**config.mk**
```make
export PLATFORM = sky130hd
export DESIGN_NAME = ac_scan_ctrl
export DESIGN_NICKNAME = d
export VERILOG_FILES = /design/src/rtl/ac_pkg.sv /design/src/rtl/ac_fail_guard.sv /design/src/rtl/ac_scan_ctrl.sv
export SDC_FILE = /design/constraint.sdc
export NUM_CORES = 1
export LEC_CHECK = 0
export CAP_MARGIN = 0
export CORE_UTILIZATION = 49
export CTS_CLUSTER_DIAMETER = 120
export DETAILED_ROUTE_END_ITERATION = 10
export PLACE_DENSITY = 0.79
export SYNTH_ARGS = -nofsm -noshare
export SYNTH_HDL_FRONTEND = slang
export SYNTH_SLANG_ARGS = --single-unit
export TNS_END_PERCENT = 10
```
**constraint.sdc**
```tcl
create_clock -name CLK -period 1.95 [get_ports CLK]
set_input_delay 0.2925 -clock CLK [delete_from_list [all_inputs] [get_ports CLK]]
set_output_delay 0.2925 -clock CLK [all_outputs]
set_load 0.1 [all_outputs]
```
**src/rtl/ac_pkg.sv**
```systemverilog
// Types shared by the Aho-Corasick scan sequencer and the goto/failure table reader:
// default widths, root state, sequencer FSM encoding and the lookup response layout.
package ac_pkg;

  localparam int STATE_W = 8;
  localparam int CHAR_W  = 4;

  localparam logic [STATE_W-1:0] ROOT_STATE = '0;

  typedef enum logic [1:0] {
    S_FETCH = 2'd0,
    S_REQ   = 2'd1,
    S_WAIT  = 2'd2,
    S_DONE  = 2'd3
  } ac_fsm_e;

  // next is the goto target on a hit, the failure target on a miss
  typedef struct packed {
    logic               hit;
    logic               accept;
    logic [STATE_W-1:0] next;
  } lookup_rsp_t;

endpackage

```
**src/rtl/ac_fail_guard.sv**
```systemverilog
// Failure-hop counter for one text character; limit asserts once MAX_FAIL hops were taken.
// Latency: clr/inc take effect on the next clock edge; no backpressure (pure counter).
module ac_fail_guard #(
  parameter int MAX_FAIL = 8
) (
  input  logic clk,
  input  logic rst,
  input  logic clr,
  input  logic inc,
  output logic limit
);

  localparam int CNT_W = (MAX_FAIL > 0) ? $clog2(MAX_FAIL + 1) : 1;

  logic [CNT_W-1:0] fail_cnt_q;

  always_ff @(posedge clk) begin
    if (rst) begin
      fail_cnt_q <= '0;
    end else if (clr) begin
      fail_cnt_q <= '0;
    end else if (inc && !limit) begin
      fail_cnt_q <= fail_cnt_q + CNT_W'(1);
    end
  end

  assign limit = (fail_cnt_q == CNT_W'(MAX_FAIL));

endmodule

```
**src/rtl/ac_scan_ctrl.sv**
```systemverilog
// Aho-Corasick scan sequencer: per-character goto/failure lookups, match and end-of-text events (MATCH_COUNT via AC_MATCH_COUNT_EN).
// Latency: char accept -> LOOKUP_EN next cycle; MATCH_VALID/CHAR_READY one cycle after LOOKUP_DONE.
// Backpressure: CHAR_READY stays low while a character is in flight; LOOKUP_DONE is awaited indefinitely.
module ac_scan_ctrl #(
  parameter int STATE_W  = ac_pkg::STATE_W,
  parameter int CHAR_W   = ac_pkg::CHAR_W,
  parameter int POS_W    = 16,
  parameter int MAX_FAIL = 8
) (
  input  logic               CLK,
  input  logic               RST,
  input  logic [CHAR_W-1:0]  CHAR_IN,
  input  logic               CHAR_VALID,
  input  logic               CHAR_LAST,
  output logic               CHAR_READY,
  output logic               LOOKUP_EN,
  output logic [STATE_W-1:0] LOOKUP_STATE,
  output logic [CHAR_W-1:0]  LOOKUP_CHAR,
  input  logic               LOOKUP_DONE,
  input  logic               LOOKUP_HIT,
  input  logic [STATE_W-1:0] LOOKUP_NEXT,
  input  logic               LOOKUP_ACCEPT,
  output logic               MATCH_VALID,
  output logic [STATE_W-1:0] MATCH_STATE,
  output logic [POS_W-1:0]   MATCH_POS,
  output logic               TEXT_DONE,
  output logic               ERR_FAIL
`ifdef AC_MATCH_COUNT_EN
  ,
  output logic [POS_W-1:0]   MATCH_COUNT
`endif
);

  import ac_pkg::*;

  ac_fsm_e            state_q, state_d;
  logic [STATE_W-1:0] cur_state_q, cur_state_d;
  logic [POS_W-1:0]   pos_q, pos_d;
  logic [CHAR_W-1:0]  char_q;
  logic               last_q;
  logic               char_ready_q;
  logic               match_vld_q;
  logic [STATE_W-1:0] match_state_q;
  logic [POS_W-1:0]   match_pos_q;
  logic               text_done_q;
  logic               err_fail_q;

  logic               accept_char;
  logic               consume;
  logic               match_d;
  logic               err_set;
  logic               fail_inc;
  logic               fail_limit;
  lookup_rsp_t        rsp;

  assign rsp         = '{hit: LOOKUP_HIT, accept: LOOKUP_ACCEPT, next: LOOKUP_NEXT};
  assign accept_char = (state_q == S_FETCH) && CHAR_VALID && char_ready_q;

  ac_fail_guard #(
    .MAX_FAIL (MAX_FAIL)
  ) u_fail_guard (
    .clk   (CLK),
    .rst   (RST),
    .clr   (accept_char),
    .inc   (fail_inc),
    .limit (fail_limit)
  );

  always_comb begin
    state_d     = state_q;
    cur_state_d = cur_state_q;
    pos_d       = pos_q;
    consume     = 1'b0;
    match_d     = 1'b0;
    err_set     = 1'b0;
    fail_inc    = 1'b0;
    unique case (state_q)
      S_FETCH: begin
        if (accept_char) state_d = S_REQ;
      end
      S_REQ: begin
        state_d = S_WAIT;
      end
      S_WAIT: begin
        if (LOOKUP_DONE) begin
          if (rsp.hit) begin
            cur_state_d = rsp.next;
            match_d     = rsp.accept;
            consume     = 1'b1;
          end else if (cur_state_q == ROOT_STATE) begin
            consume = 1'b1;
          end else if (!fail_limit) begin
            // retry the same character from the failure state
            cur_state_d = rsp.next;
            fail_inc    = 1'b1;
            state_d     = S_REQ;
          end else begin
            err_set     = 1'b1;
            cur_state_d = ROOT_STATE;
            consume     = 1'b1;
          end
          if (consume) begin
            pos_d   = pos_q + POS_W'(1);
            state_d = last_q ? S_DONE : S_FETCH;
          end
        end
      end
      S_DONE: begin
        cur_state_d = ROOT_STATE;
        pos_d       = '0;
        state_d     = S_FETCH;
      end
      default: begin
        state_d = S_FETCH;
      end
    endcase
  end

  always_ff @(posedge CLK) begin
    if (RST) begin
      state_q       <= S_FETCH;
      cur_state_q   <= ROOT_STATE;
      pos_q         <= '0;
      char_q        <= '0;
      last_q        <= 1'b0;
      char_ready_q  <= 1'b0;
      match_vld_q   <= 1'b0;
      match_state_q <= '0;
      match_pos_q   <= '0;
      text_done_q   <= 1'b0;
      err_fail_q    <= 1'b0;
    end else begin
      state_q      <= state_d;
      cur_state_q  <= cur_state_d;
      pos_q        <= pos_d;
      // registered so READY stays low through the reset cycle itself
      char_ready_q <= (state_d == S_FETCH);
      match_vld_q  <= match_d;
      text_done_q  <= (state_q == S_DONE);
      if (accept_char) begin
        char_q <= CHAR_IN;
        last_q <= CHAR_LAST;
      end
      if (match_d) begin
        match_state_q <= rsp.next;
        match_pos_q   <= pos_q;
      end
      if (err_set) err_fail_q <= 1'b1;
    end
  end

`ifdef AC_MATCH_COUNT_EN
  logic [POS_W-1:0] match_cnt_q;

  always_ff @(posedge CLK) begin
    if (RST || (state_q == S_DONE)) begin
      match_cnt_q <= '0;
    end else if (match_d && (match_cnt_q != '1)) begin
      match_cnt_q <= match_cnt_q + POS_W'(1);
    end
  end

  assign MATCH_COUNT = match_cnt_q;
`endif

  assign CHAR_READY   = char_ready_q;
  assign LOOKUP_EN    = (state_q == S_REQ);
  assign LOOKUP_STATE = cur_state_q;
  assign LOOKUP_CHAR  = char_q;
  assign MATCH_VALID  = match_vld_q;
  assign MATCH_STATE  = match_state_q;
  assign MATCH_POS    = match_pos_q;
  assign TEXT_DONE    = text_done_q;
  assign ERR_FAIL     = err_fail_q;

endmodule

```
==> summary.txt <==
Setup path
  – Crit path kind: reg2reg
  – Required time worst endpoint: around 2.2 ns
  – Worst path arrival time: ~2.1 ns
  – CP endpoint kind: register
  – CP cell instances: or4_4, o211ai_4, o2111ai_1, xor2_1, nor2_1
  – Crit-path slowest cell: or4_4
  – Max incr delay on CP: approximately 0.56 ns
  – Worst-path fanout max: 16
  – Worst Setup Start Kind: register

Clock tree
  – Clk buf depth: 2
  – Clk sinks: 63
  – Post-CTS Resized: 0
  – Clock-pin slew on the worst setup and hold paths: about 0.070 ns
  – Cts bufs inserted: 9
  – Buffer count from post-CTS setup fixing: 0
  – Clk_lat worst skew: around 0.34 ns
  – Root Driver: clkbuf_8
  – # hold bufs at CTS: 0
  – TritonCTS clock tree: built
  – H-tree levels: 3

Die
  – Die W: 74.41 um
  – Initial Utilization: 0.5264
  – Die area: about 5500 um^2
  – # rows: 25
  – I/O pin cnt: 60
  – Core ar.: about 4900 um^2
  – Chip Height: roughly 74 um

Power
  – PwrDens: about 770 nW/um^2
  – Leak pwr: between 0.001 and 0.0015 uW
  – Maximum vdd drop: around 570 uV

Synthesis
  – Syn avg cell area: between 8 and 9 um^2
  – Warnings, synthesis: 0
  – FF+latch count, synth: 63
  – Synth Instances: about 300
  – Post-Syn Nets: between 300 and 400
  – Synth unique cells: 37
  – Cell Area, Synth: between 2000 and 3000 um^2
  – Seq/Total Area, Yosys: 0.4910

STA
  – Final hold vios: 0
  – RSZ-0062 raised after global routing: no
  – Setup violations, final: 0
  – Final critical-path required period: 1.849 ns
  – Fmax: approximately 540 MHz
  – Fin. max-slew vios: 0
  – Least-Margin Pin Slew: roughly 0.47 ns
  – Setup_tns: 0 ns
  – Slew headroom: 0.6822
  – Crit share post-route: 0.9481
  – Skew final: 0.007946 ns
  – Worst setup margin: roughly 0.1 ns
  – Hold slack: 0.4534 ns

Routing
  – Post-route ant nets: 0
  – Initial DRC Count: 73
  – Routed len/inst: 12.76 um
  – Final wirelength: about 5.7 mm
  – Remaining DRCs: 0
  – DR pass1 iterations: 4
  – Via Count: between 2000 and 2500
  – Number of vias per cell: just over 5

Place
  – HPWL Detailed: about 4 mm
  – Number of buffers added on ports: 59
  – RD Place Congestion: roughly 0.87
  – Pre-CTS setup slack: approximately 0.12 ns

GRT
  – Overall Global Routing Usage: 0.2287
  – Largest net degree at the start of global routing: 26
  – Number of global-route vias before repair: ~2100
  – Global route overflow: 0
  – First-pass GRT wire length: approximately 9.5 mm
  – Initial antenna violation count: 0

Status
  – Status: completed

Job
  – Max-cap violations: 0

Layout
  – Fillers: about 410
  – Final nets: 395
  – Layout cells sized above 1: 0.2308
  – Antenna cell count: 0
  – Layout area overhead: 32.29%
  – Most frequent cells in the layout: dfxtp_1, nand2_1, buf_4

Hold path
  – Min-delay worst type: reg2reg
## critical path, delay by kind of cell, from the launching register on
kind | cells | cell delay [ns]
AO/OA/AOI/OAI | 2 | 0.63
XOR/XNOR | 1 | 0.17
flip-flops | 1 | 0.32
AND/OR/NAND/NOR | 2 | 0.61
## metal layers
metal / wire length (um) / vias to the layer above / track usage / share of wire
li1: - / 1158 / - / -
met1: 2680 / 1059 / 0.2889 / 0.47
met2: 2524 / 61 / 0.3463 / 0.45
met3: 295 / 14 / 0.06504 / 0.052
met4: 162 / 0 / 0.1363 / 0.029
met5: 0 / - / 0 / 0
## path summary, 6_finish.rpt
check,from,to,slack (ns),cells past startpoint
setup / recovery,LOOKUP_STATE[3]$_SDFFE_PP0P_,pos_q[15]$_SDFFE_PP0P_,0.10,5
hold reg to reg,MATCH_POS[1]$_SDFFE_PP0P_,MATCH_POS[1]$_SDFFE_PP0P_,0.45,2
hold / removal,MATCH_POS[1]$_SDFFE_PP0P_,MATCH_POS[1]$_SDFFE_PP0P_,0.45,2
setup reg to reg,LOOKUP_STATE[3]$_SDFFE_PP0P_,pos_q[15]$_SDFFE_PP0P_,0.10,5
## where the power goes
| part | total (uW) | internal (uW) | leakage [uW] | switching (uW) |
|---|---|---|---|---|
| Clock | 1060 | 574 | 0.0000957 | 483 |
| Combinational | 243 | 87.9 | 0.000697 | 155 |
| Sequential | 1310 | 1300 | 0.000512 | 9.71 |
| Total | 2610 | 1960 | 0.00131 | 647 |
## cell families after synthesis
group	after synthesis	share of synthesized area
and+or+nand+nor	138	0.2426
DFF	63	0.4910
AOI/OAI and AO/OA	55	0.1344
buffers and inverters	21	0.03604
xor gates and xnor gates	17	0.05796
muxes	6	0.02338
adders and majority gates	3	0.01461
## sequential cells by signal, indices dropped and copies added (netlist names)
register and count:
CHAR_READY 1, ERR_FAIL 1, LOOKUP_CHAR 4, LOOKUP_STATE 8
MATCH_POS 16, MATCH_STATE 8, MATCH_VALID 1, TEXT_DONE 1
last_q 1, pos_q 16, state_q 2, u_fail_guard.fail_cnt_q 4
## per-stage QoR
step | utilization | cells | area (um^2) | power (uW)
4_1_cts | 0.6964 | 444 | 3398 | 2624
5_1_grt | 0.6964 | 444 | 3398 | 2704
3_3_place_gp | 0.6600 | 429 | 3221 | 1577
2_1_floorplan | - | 303 | 2581 | 1488
6_report | 0.6964 | 444 | 3398 | 2609
3_5_place_dp | 0.6600 | 429 | 3221 | 1580
## synthesized netlist by cell type
cell	number	area [um^2]
dfxtp_1	63	1261
nand2_1	55	206.5
nor2_1	39	146.4
a21oi_1	27	135.1
nand3_1	15	75.07
xor2_1	13	113.9
o21ai_0	10	50.05
clkbuf_1	8	30.03
nand2b_1	8	50.05
o211ai_1	7	52.55
inv_1	6	22.52
mux2i_1	6	60.06
buf_2	5	25.02
o2111ai_1	5	43.79
nor3_1	4	20.02
xnor2_1	4	35.03
and3_1	3	18.77
ha_1	3	37.54
nand4_1	2	12.51
nor4_1	2	12.51
or4_4	2	22.52
a211oi_2	1	12.51
a21oi_2	1	8.760
a31oi_1	1	6.260
and2_1	1	6.260
and4_1	1	8.760
buf_1	1	3.750
buf_6	1	11.26
nand3b_1	1	7.510
nor2_2	1	6.260
nor2b_1	1	6.260
nor3_2	1	10.01
o211a_2	1	10.01
o211ai_4	1	21.27
o21ai_1	1	5.000
or2_1	1	6.260
or2b_1	1	7.510
## layout make-up
type / instances / area (um^2) / area share
clock buffer: 10 / 127.6 / 0.03756
clock inverter: 5 / 50.05 / 0.01473
inverter: 6 / 22.52 / 0.006627
multi-input combinational: 219 / 1217 / 0.3582
sequential: 63 / 1271 / 0.3741
tap: 67 / 83.83 / 0.02467
timing repair buffer: 74 / 625.6 / 0.1841
No activity file was read; power rests on OpenSTA's default activity.
